**config.mk**
```make
export PLATFORM = sky130hd
export DESIGN_NAME = bram_arbiter
export DESIGN_NICKNAME = d
export VERILOG_FILES = /design/src/rtl/bram_arbiter.sv
export SDC_FILE = /design/constraint.sdc
export NUM_CORES = 1
export LEC_CHECK = 0
export BUFFER_PORTS_ARGS = -buffer_cell sky130_fd_sc_hd__buf_4
export CAP_MARGIN = 20
export CORE_ASPECT_RATIO = 1.5
export CORE_MARGIN = 10
export CORE_UTILIZATION = 45
export CTS_CLUSTER_DIAMETER = 80
export DETAILED_ROUTE_END_ITERATION = 6
export PLACE_DENSITY = 0.8
export SLEW_MARGIN = 25
export SYNTH_ARGS = -nofsm -noshare
export SYNTH_HDL_FRONTEND = slang
export SYNTH_SLANG_ARGS = --single-unit
```
**constraint.sdc**
```tcl
create_clock -name axi_clk -period 2.8 [get_ports axi_clk]
set_clock_uncertainty 0.2 [all_clocks]
set_input_delay 0.14 -clock axi_clk [delete_from_list [all_inputs] [get_ports axi_clk]]
set_output_delay 0.14 -clock axi_clk [all_outputs]
set_load 0.02 [all_outputs]
```
**src/rtl/bram_arbiter.sv**
```systemverilog
// Round-robin arbiter sharing one single-port BRAM between the AXI side and the AES engine.
// Latency: grant at edge N, BRAM strobe visible from N+1, write done from N+2, read done and rdata from N+3.
// Backpressure: the owner keeps done high until its req is sampled low; the loser keeps req high to wait.
module bram_arbiter #(
   parameter int ADDR_W = 32,
   parameter int DATA_W = 32
) (
   input  logic              axi_clk,
   input  logic              axi_rst,
   // AXI-side requester
   input  logic              axi_req,
   input  logic              axi_we,
   input  logic [ADDR_W-1:0] axi_addr,
   input  logic [DATA_W-1:0] axi_wdata,
   output logic [DATA_W-1:0] axi_rdata,
   output logic              axi_done,
   // AES-engine requester
   input  logic              aes_req,
   input  logic              aes_we,
   input  logic [ADDR_W-1:0] aes_addr,
   input  logic [DATA_W-1:0] aes_wdata,
   output logic [DATA_W-1:0] aes_rdata,
   output logic              aes_done,
   // BRAM port (same clock as axi_clk)
   output logic [ADDR_W-1:0] addr_BRAM,
   output logic [DATA_W-1:0] dout_BRAM,
   input  logic [DATA_W-1:0] din_BRAM,
   output logic              en_BRAM,
   output logic [3:0]        we_BRAM,
   // status
   output logic              busy,
   output logic              owner
);

   typedef enum logic [1:0] {
      IDLE    = 2'd0,
      ACCESS  = 2'd1,
      RDWAIT  = 2'd2,
      RELEASE = 2'd3
   } state_t;

   state_t state;
   state_t state_nxt;

   // last_owner remembers who was granted most recently; owner is the visible copy
   logic              last_owner;
   logic              lat_we;
   logic [ADDR_W-1:0] lat_addr;
   logic [DATA_W-1:0] lat_wdata;

   logic              grant_vld;
   logic              grant_sel;
   logic              owner_req;
   logic              owner_done;

   logic              en_nxt;
   logic [3:0]        we_nxt;
   logic [ADDR_W-1:0] addr_nxt;
   logic [DATA_W-1:0] dout_nxt;
   logic              busy_nxt;
   logic              done_nxt;
   logic              rd_capture;
   logic              owner_nxt;
   logic [DATA_W-1:0] axi_rdata_nxt;
   logic [DATA_W-1:0] aes_rdata_nxt;

   // Arbitration: a lone request wins; a tie goes to whoever was not served last
   always_comb begin
      grant_vld  = (state == IDLE) && (axi_req || aes_req);
      grant_sel  = (axi_req && aes_req) ? ~last_owner : aes_req;
      owner_req  = owner ? aes_req  : axi_req;
      owner_done = owner ? aes_done : axi_done;
   end

   // State register
   always_ff @(posedge axi_clk or negedge axi_rst) begin
      if (!axi_rst) begin
         state <= IDLE;
      end else begin
         state <= state_nxt;
      end
   end

   // Next-state logic; RELEASE only exits once done has been visible for a cycle
   always_comb begin
      state_nxt = state;
      case (state)
         IDLE:    if (grant_vld) state_nxt = ACCESS;
         ACCESS:  state_nxt = lat_we ? RELEASE : RDWAIT;
         RDWAIT:  state_nxt = RELEASE;
         RELEASE: if (owner_done && !owner_req) state_nxt = IDLE;
         default: state_nxt = IDLE;
      endcase
   end

   // Output decode. Outputs are registered, so each state's outputs appear one edge later;
   // the BRAM strobe issued from ACCESS returns data while the FSM sits in its first RELEASE cycle,
   // which is when that data is captured (the same edge that raises done).
   always_comb begin
      en_nxt        = (state == ACCESS);
      we_nxt        = ((state == ACCESS) && lat_we) ? 4'hF : 4'h0;
      addr_nxt      = (state == ACCESS) ? lat_addr  : addr_BRAM;
      dout_nxt      = (state == ACCESS) ? lat_wdata : dout_BRAM;
      busy_nxt      = (state_nxt != IDLE);
      done_nxt      = (state == RELEASE) && (state_nxt == RELEASE);
      rd_capture    = (state == RELEASE) && !owner_done && !lat_we;
      owner_nxt     = grant_vld ? grant_sel : owner;
      axi_rdata_nxt = (rd_capture && !owner) ? din_BRAM : axi_rdata;
      aes_rdata_nxt = (rd_capture &&  owner) ? din_BRAM : aes_rdata;
   end

   // Output registers; reset drops every output, including an in-flight BRAM strobe
   always_ff @(posedge axi_clk or negedge axi_rst) begin
      if (!axi_rst) begin
         en_BRAM   <= 1'b0;
         we_BRAM   <= 4'h0;
         addr_BRAM <= '0;
         dout_BRAM <= '0;
         busy      <= 1'b0;
         owner     <= 1'b0;
         axi_done  <= 1'b0;
         aes_done  <= 1'b0;
         axi_rdata <= '0;
         aes_rdata <= '0;
      end else begin
         en_BRAM   <= en_nxt;
         we_BRAM   <= we_nxt;
         addr_BRAM <= addr_nxt;
         dout_BRAM <= dout_nxt;
         busy      <= busy_nxt;
         owner     <= owner_nxt;
         axi_done  <= done_nxt && !owner;
         aes_done  <= done_nxt &&  owner;
         axi_rdata <= axi_rdata_nxt;
         aes_rdata <= aes_rdata_nxt;
      end
   end

   // Grant latch: the winner's command is frozen so later input changes are ignored
   always_ff @(posedge axi_clk or negedge axi_rst) begin
      if (!axi_rst) begin
         last_owner <= 1'b1;
         lat_we     <= 1'b0;
         lat_addr   <= '0;
         lat_wdata  <= '0;
      end else if (grant_vld) begin
         last_owner <= grant_sel;
         lat_we     <= grant_sel ? aes_we    : axi_we;
         lat_addr   <= grant_sel ? aes_addr  : axi_addr;
         lat_wdata  <= grant_sel ? aes_wdata : axi_wdata;
      end
   end

endmodule

```
# --- Word level (Yosys, flattened, before mapping) ---
# Index checks and enable logic that the tools add are counted.
totals:
  reg_bits: 205
  latch_bits: 0
  mem_bits_rw: 0
  romBits: 0
  in_bits: 166
  out_inout_bits: 137
  elab_cells: 49
  n_memories: 0
op_classes:
  n_addsub: 0
  mul: 0
  div_mod_pow: 0
  order_cmp: 0
  eq_ne: 4
  shift: 0
  mux: 11
  bitwise_logic: 1
  n_reduce_logical: 18
ops:
  columns: ["op", "n"]
  rows:
  - ["32-bit two-way mux", 2]
  - ["1-bit logical AND", 11]
  - ["2-bit case mux with 4 select lines", 1]
  - ["2-bit == test (second input constant)", 3]
  - ["1-bit two-way mux", 5]
  - ["1-bit zero test", 4]
  - ["2-bit two-way mux", 2]
  - ["4-bit two-way mux", 1]
  - ["2-bit by 1-bit == test with 1-bit output (second input constant)", 1]
  - ["2-bit zero test", 1]
  - ["2-bit nonzero test", 1]
  - ["1-bit logical OR", 1]
  - ["1-bit NOT", 1]

# --- Depth between registers and ports, before layout ---
# Gate-level depths: netlist of the first run.
depth:
  depth_word: 8
  ltp_mapped: 6
  mapped_depth_nobuf: 4

# --- Worst setup path after synthesis of the first run ---
# Ideal clock, no wire load.
synth_path:
  kind: "register to register"
  startpoint: "reg owner"
  endpoint: "reg axi_rdata[10]"
  setup_ps: 125
  arrival_time_ps: 1554
  required_ps: 2475
  setup_slack_ps: 921
  path_stages_with_launch: 5
  path_buffers: 2
  period_less_slack_ps: 1879
  cell_sequence: "dfrtp_1 > or4_4 > buf_6 > buf_12 > mux2_4"
synth_via:
  elab_chain_len: 5
  elab_cells_between_ends: 6
  cone_classes: "mux (1); reduce/logical (5)"
synth_rtl:
  columns: ["element", "line", "text"]
  rows:
  - ["start, declared", "32", "output logic owner"]
  - ["start signal, assigned", "131", "owner <= owner_nxt;"]
  - ["1-bit two-way mux", "72", "owner_done = owner ? aes_done : axi_done;"]
  - ["1-bit zero test", "106", "rd_capture = (state == RELEASE) && !owner_done && !lat_we;"]
  - ["1-bit logical AND (2 in series)", "106", null]
  - ["1-bit logical AND (*)", "108", "axi_rdata_nxt = (rd_capture && !owner) ? din_BRAM : axi_rdata;"]
  - ["end signal, assigned", "134", "axi_rdata <= axi_rdata_nxt;"]
  - ["end, declared", "15", "output logic [DATA_W-1:0] axi_rdata,"]
# Mark *: on every way between the ends. The rest lies on a longest branch, timed or not.
# A chain may end at the register's enable or synchronous reset.

# --- Final worst setup path of the first run ---
layout_path:
  startpoint: "reg last_owner"
  endpoint: "reg lat_addr[2]"
layout_via:
  elab_chain_len: 3
layout_rtl:
  columns: ["element", "line", "text"]
  rows:
  - ["start, declared", "46", "logic last_owner;"]
  - ["start signal, assigned", "147", "last_owner <= grant_sel;"]
  - ["1-bit NOT", "70", "grant_sel = (axi_req && aes_req) ? ~last_owner : aes_req;"]
  - ["1-bit two-way mux", "70", null]
  - ["32-bit two-way mux", "149", "lat_addr <= grant_sel ? aes_addr : axi_addr;"]
  - ["end signal, assigned", "149", null]
  - ["end, declared", "48", "logic [ADDR_W-1:0] lat_addr;"]
# Every way passes these cells.

==> impl_metrics.py, run 1 <==
metrics = {
    "timing": {
        "setup-violations-final": 0,
        "hold_violations": 0,
        "final.min_clock_period_ns": 2.61,
        "final.setup.tns_ns": 0,
        "slew_headroom": 0.514,
        "fmax_mhz": 383,
        "fin_ws_ns": 0.190,
        "rsz0062_at_grt": "false",
        "worstMarginPinSlew_ns": 0.729,
        "fin_crit_sh": 0.932,
        "drv_slew": 0,
    },
    "detailed_routing": {
        "avgRoutedWirePerCell_um": 20.1,
        "dr.pass1.iters": 4,
        "wirelength_um": 27700,
        "vias_per_cell": 4.92,
        "antenna_left": 0,
        "drcViolationCount": 0,
        "dr_total_vias": 6784,
        "dr.first_iter.drc_count": 328,
    },
    "finish": {
        "drive_gt1_frac": 0.415,
        "final_cell_mix": "buf_4 (309), dfrtp_1 (201), nand2_1 (192), dlygate4sd3_1 (165), mux2_2 (85)",
        "multi_input_area_sq_um": 3180,
        "regArea_sq_um": 5060,
        "area_delta_synth_final_pct": 55.7,
        "nets": 1280,
        "final_common_cell": "buf_4",
        "fillerInstances": 1237,
    },
    "place": {
        "dpl.hpwl_um": 17100,
        "pre_cts_ws_ns": 0.668,
        "gp_congestion": 0.783,
        "io_buffers": 302,
    },
    "global_routing": {
        "globalRoute.totalOverflow": 0,
        "grt_max_degree": 87,
        "grt_pass1_vias": 7639,
        "antenna_found_initial": 1,
        "grt.total_usage": 0.219,
        "grt_pass1_wl_um": 43800,
    },
    "synth": {
        "syn_avg_cell_area_sq_um": 13.1,
        "synthCells": 652,
        "syn-num-nets": 818,
        "synth_top_area_share": 0.590,
        "yosys_warnings": 0,
        "ys_top_cells_by_area": "dfrtp_1 (59%), mux2_2 (11%), mux2_1 (10%)",
        "syn_area_sq_um": 8520,
        "ys_ff_latch": 202,
        "synthDistinctLibCells": 27,
        "yosysTopAreaCell": "dfrtp_1",
        "yosysSeqAreaShare": 0.593,
    },
    "flow_run": {
        "maxCapViolCount": 0,
    },
    "pwr": {
        "powerDensity_nw_per_um2": 1040,
        "vdd_ir_drop_max_mv": 0.569,
        "power_leakage_uw": 0.00666,
        "finalPower_uw": 13800,
    },
    "die": {
        "dieArea_sq_um": 25000,
        "ios": 303,
        "initial_core_util": 0.458,
        "die_w_um": 132,
        "rows": 61,
        "fp.dieH_um": 189,
        "core_area_sq_um": 18600,
    },
    "critical_path": {
        "required_ns": 2.97,
        "cp-start-kind": "flip-flop",
        "cp_max_fo": 41,
        "worstSetupPathType": "reg -> reg",
        "cp-end-kind": "flip-flop",
        "arrival_ns": 2.78,
    },
    "clock_tree": {
        "h-tree-depth": 1,
        "cts_tree": "built",
        "cts_num_sinks": 202,
        "cts_buffers": 20,
        "cts_buffer_depth": 3,
        "clockRootBuffer": "clkbuf_16",
        "clk_pin_slew_worst_paths_ns": 0.06,
        "clk-insertion-delay-late_ns": 0.49,
    },
    "min_path": {
        "hold_class": "in -> async",
    },
    "status": {
        "status": "finished clean",
    },
}
[Yosys cell counts]
master and n:
a21bo_2 1, a21oi_1 6, buf_1 5, buf_12 3, buf_2 9, buf_4 4, buf_6 10, clkbuf_1 8
dfrtp_1 201, dfstp_2 1, inv_1 3, mux2_1 79, mux2_2 85, mux2_4 30, mux2i_1 2, nand2_1 192
nand2_2 1, nand3_1 1, nand3b_1 1, nor2_1 3, nor2b_1 1, nor3_1 1, o21ai_1 1, or2b_1 1
or3_1 1, or3b_2 1, or4_4 1
[metrics by stage]
step,util,cells,hold slack (ns),cell area [sq um]
2_1_floorplan,-,652,-0.356,8520
5_1_grt,0.713,1378,0.178,13300
4_1_cts,0.712,1377,0.103,13300
3_5_place_dp,0.589,1179,0.0546,11000
3_3_place_gp,0.589,1179,0.0504,11000
6_report,0.713,1378,0.102,13300
[timing repair]
item | 4_1_cts | 5_1_grt
hold buffers | 165 | 0
setup buffers | 0 | 0
setup endpoints to repair | 0 | 5
gates resized for setup | 0 | 1
endpoints found under the hold margin | 218 | 0
[sequential cells by signal, summed over array words and instances (netlist names), 2 cells and up]
signal     flops
lat_wdata     32
state          2
lat_addr      32
aes_rdata     32
dout_BRAM     32
addr_BRAM     32
axi_rdata     32
[cell type report]
type                            count  area share
Timing Repair Buffer              479       0.306
Clock buffer                       29      0.0456
Antenna cell                        1    0.000189
Tap cell                          252      0.0238
Clock inverter                      4     0.00358
Sequential cell                   202       0.381
Multi-Input combinational cell    408       0.239
Inverter                            3    0.000848
[worst max-delay path: stages (launching register included)]
cell and delay, ns:
dfstp_2 0.55, a21bo_4 0.13, buf_6 0.35, mux2_1 0.37, dlygate4sd3_1 0.59, mux2_2 0.27
[power by group]
| group | internal, uW | total (uW) | switching (uW) | leakage [uW] |
|---|---|---|---|---|
| Sequential | 4310 | 5140 | 837 | 0.00249 |
| Combinational | 2870 | 5930 | 3050 | 0.00386 |
| Clock | 1590 | 2690 | 1100 | 0.000320 |
| Total | 8770 | 13800 | 4990 | 0.00666 |
[final timing paths]
check	startpoint	endpoint	slack [ns]	cells after the start
setup / recovery	last_owner	lat_addr[2]	0.19	5
hold / removal	axi_rst	dout_BRAM[26]	0.10	2
setup reg to reg	last_owner	lat_addr[2]	0.19	5
hold reg to reg	lat_addr[28]	addr_BRAM[28]	0.26	2
max in group asynchronous	axi_rst	last_owner	1.52	3
min in group axi_clk	din_BRAM[1]	aes_rdata[1]	0.22	3
[metal layers]
layer  vias to the layer above  wire length (um)  track usage
met5                         -                 0            0
met4                         0              1270        0.104
met3                        78              1630       0.0490
met2                       271             14300        0.385
met1                      3331             10500        0.244
li1                       3104                 -            -
[logic make-up after synthesis]
| logic type | synth area share |
|---|---|
| simple gates | 0.0934 |
| flops | 0.593 |
| mux | 0.272 |
| buf+inv | 0.0361 |
| compound gates | 0.00529 |
Note: power is estimated with default switching activity, not from simulation.
==> inputs of run 2 (changes only) <==
Settings changed: ABC_AREA set to 1.
==> impl_metrics.py, run 2 <==
metrics = {
    "clock_tree": {
        "postCtsResizedCells": 0,
        "cts_buffers": 20,
        "h-tree-depth": 1,
        "cts_buffer_depth": 3,
        "clk-insertion-delay-late_ns": 0.49,
        "cts_tree": "built",
        "post_cts_buffers": 0,
        "clockRootBuffer": "clkbuf_16",
        "clk_pin_slew_worst_paths_ns": 0.07,
        "cts_hold_buf": 166,
        "cts_num_sinks": 202,
    },
    "synth": {
        "syn_avg_cell_area_sq_um": 8.55,
        "synthCells": 1023,
        "synth_top_area_share": 0.575,
        "synth_edf_count": 0,
        "ys_ff_latch": 202,
        "yosysSeqAreaShare": 0.578,
        "ys_top_cells_by_area": "dfrtp_1 (58%), nand2_1 (23%), o211ai_1 (5.6%)",
        "yosysTopAreaCell": "dfrtp_1",
        "async_flop_share": 1.00,
        "yosysMostFrequentCell": "nand2_1",
        "synth_top_flop_cell": "dfrtp_1",
        "synthDistinctLibCells": 21,
        "syn-num-nets": 1189,
        "yosys_warnings": 0,
        "synth_common_cells": "nand2_1 (529), dfrtp_1 (201), inv_1 (71)",
        "syn_area_sq_um": 8750,
    },
    "pwr": {
        "power_frac_clock": 0.187,
        "p_sw_uw": 6020,
        "vdd_ir_drop_max_mv": 0.585,
        "p_int_uw": 8370,
        "powerDensity_nw_per_um2": 1070,
        "p_sw_frac": 0.418,
        "pwr-share-seq": 0.361,
        "power_leakage_uw": 0.00714,
        "p_comb_frac": 0.452,
    },
    "detailed_routing": {
        "dr.first_iter.drc_count": 370,
        "dr_total_vias": 8624,
        "vias_per_cell": 4.99,
        "antenna_left": 0,
        "drcViolationCount": 0,
        "wirelength_um": 29500,
        "dr.pass1.iters": 7,
        "avgRoutedWirePerCell_um": 17.1,
    },
    "finish": {
        "final_util": 0.700,
        "drive_gt1_frac": 0.245,
        "final_cell_mix": "nand2_1 (528), buf_4 (311), dfrtp_1 (201), dlygate4sd3_1 (166), inv_1 (70)",
        "final_common_cell": "nand2_1",
        "area_delta_synth_final_pct": 53.4,
        "nets": 1621,
    },
    "timing": {
        "setup-violations-final": 0,
        "hold-worst-slack_ns": 0.0594,
        "fmax_mhz": 380,
        "drv_slew": 0,
        "final.setup.tns_ns": 0,
        "hold_violations": 0,
        "rsz0062_at_grt": "false",
        "final.min_clock_period_ns": 2.63,
        "slew_headroom": 0.511,
        "worstMarginPinSlew_ns": 0.734,
        "fin_ws_ns": 0.171,
        "fin_crit_sh": 0.939,
    },
    "place": {
        "io_buffers": 302,
        "gp_congestion": 0.789,
        "pre_cts_ws_ns": 0.787,
        "dpl.hpwl_um": 18600,
    },
    "global_routing": {
        "globalRoute.totalOverflow": 0,
        "grt.total_usage": 0.225,
        "grt_max_degree": 88,
        "antenna_found_initial": 1,
        "grt_pass1_wl_um": 47300,
        "grt_pass1_vias": 9243,
    },
    "die": {
        "die_w_um": 134,
        "core_area_sq_um": 19200,
        "fp.dieH_um": 191,
        "ios": 303,
        "dieArea_sq_um": 25500,
        "initial_core_util": 0.456,
        "rows": 62,
    },
    "critical_path": {
        "cp-start-kind": "flip-flop",
        "cp_max_fo": 67,
        "regToRegSetupSlack_ns": 0.17,
        "r2r_cells": 7,
        "worstSetupStartpoint": "state[1]",
        "arrival_ns": 2.84,
        "cp-end-kind": "flip-flop",
        "rr_startpoint": "state[1]",
        "r2r-end": "lat_wdata[8]",
        "worstSetupPathType": "reg -> reg",
        "required_ns": 3.01,
    },
    "min_path": {
        "hold_class": "in -> async",
    },
    "status": {
        "status": "finished clean",
    },
    "flow_run": {
        "maxCapViolCount": 0,
    },
}
-- run 2: changes by cell type after synthesis, sizes merged, moves of 31 or more --
| cell | previous run | this run |
|---|---|---|
| nand2 | 193 | 531 |
| mux2 | 194 | 0 |
| inv | 3 | 76 |
| o211ai | 0 | 65 |
| nand4 | 0 | 64 |
| buf | 31 | 62 |
-- run 2: per-stage QoR --
step	cell area (sq um)	total power, uW	std cells
6_report	13400	14400	1727
5_1_grt	13400	15400	1726
4_1_cts	13400	14400	1725
3_5_place_dp	11100	11500	1523
3_3_place_gp	11100	11300	1523
2_1_floorplan	8750	8960	1023
-- run 2: area by class of cell --
| cell class | count | area (sq um) |
|---|---|---|
| fillers | 1329 | 5750 |
| flip-flops and latches | 202 | 5060 |
| repair buffers | 482 | 4090 |
| multi-input cells | 673 | 2990 |
| clock buffers | 30 | 579 |
| well taps | 256 | 320 |
| inverters | 76 | 293 |
| clock inverters | 6 | 80.1 |
| diodes | 2 | 5.00 |
-- run 2: cell families after synthesis --
| group | count (synthesis) | share of synthesized area |
|---|---|---|
| AND/OR/NAND/NOR | 605 | 0.281 |
| flip-flops | 202 | 0.578 |
| buffers and inverters | 148 | 0.0827 |
| AO/OA/AOI/OAI | 68 | 0.0579 |
-- run 2: routing by layer --
| layer | up-vias | track usage | part of all wire |
|---|---|---|---|
| met2 | 369 | 0.399 | 0.52 |
| li1 | 4104 | - | - |
| met3 | 90 | 0.0504 | 0.066 |
| met1 | 4061 | 0.247 | 0.36 |
| met5 | - | 0 | 0 |
| met4 | 0 | 0.113 | 0.048 |
-- run 2: worst max-delay path, cell delays in order, from the launching register on --
cell           delay (ns)
dfrtp_1              0.43
inv_2                0.07
nand2_1              0.10
a21oi_4              0.17
buf_4                0.56
o211ai_1             0.24
dlygate4sd3_1        0.64
nand2_1              0.06
-- run 2: how the worst max path moves through the flow --
stage | to | slack [ns] | depth (start not counted)
final | lat_wdata[8] | 0.17 | 7
after global routing | lat_wdata[10] | 0.06 | 7
after CTS | lat_wdata[17] | 0.24 | 7
after detailed placement | aes_rdata[8] | 0.79 | 7
after global placement | busy | 0.70 | 5
after floorplan | aes_rdata[10] | 1.23 | 9
-- run 2: power by group through the flow --
stage                     Combinational (uW)  Clock [uW]  Sequential, uW
after floorplan                         2840           0            6130
after global placement                  6120           0            5140
after detailed placement                6290           0            5190
after global routing                    7160        2870            5350
after CTS                               6490        2740            5170
final                                   6500        2700            5190
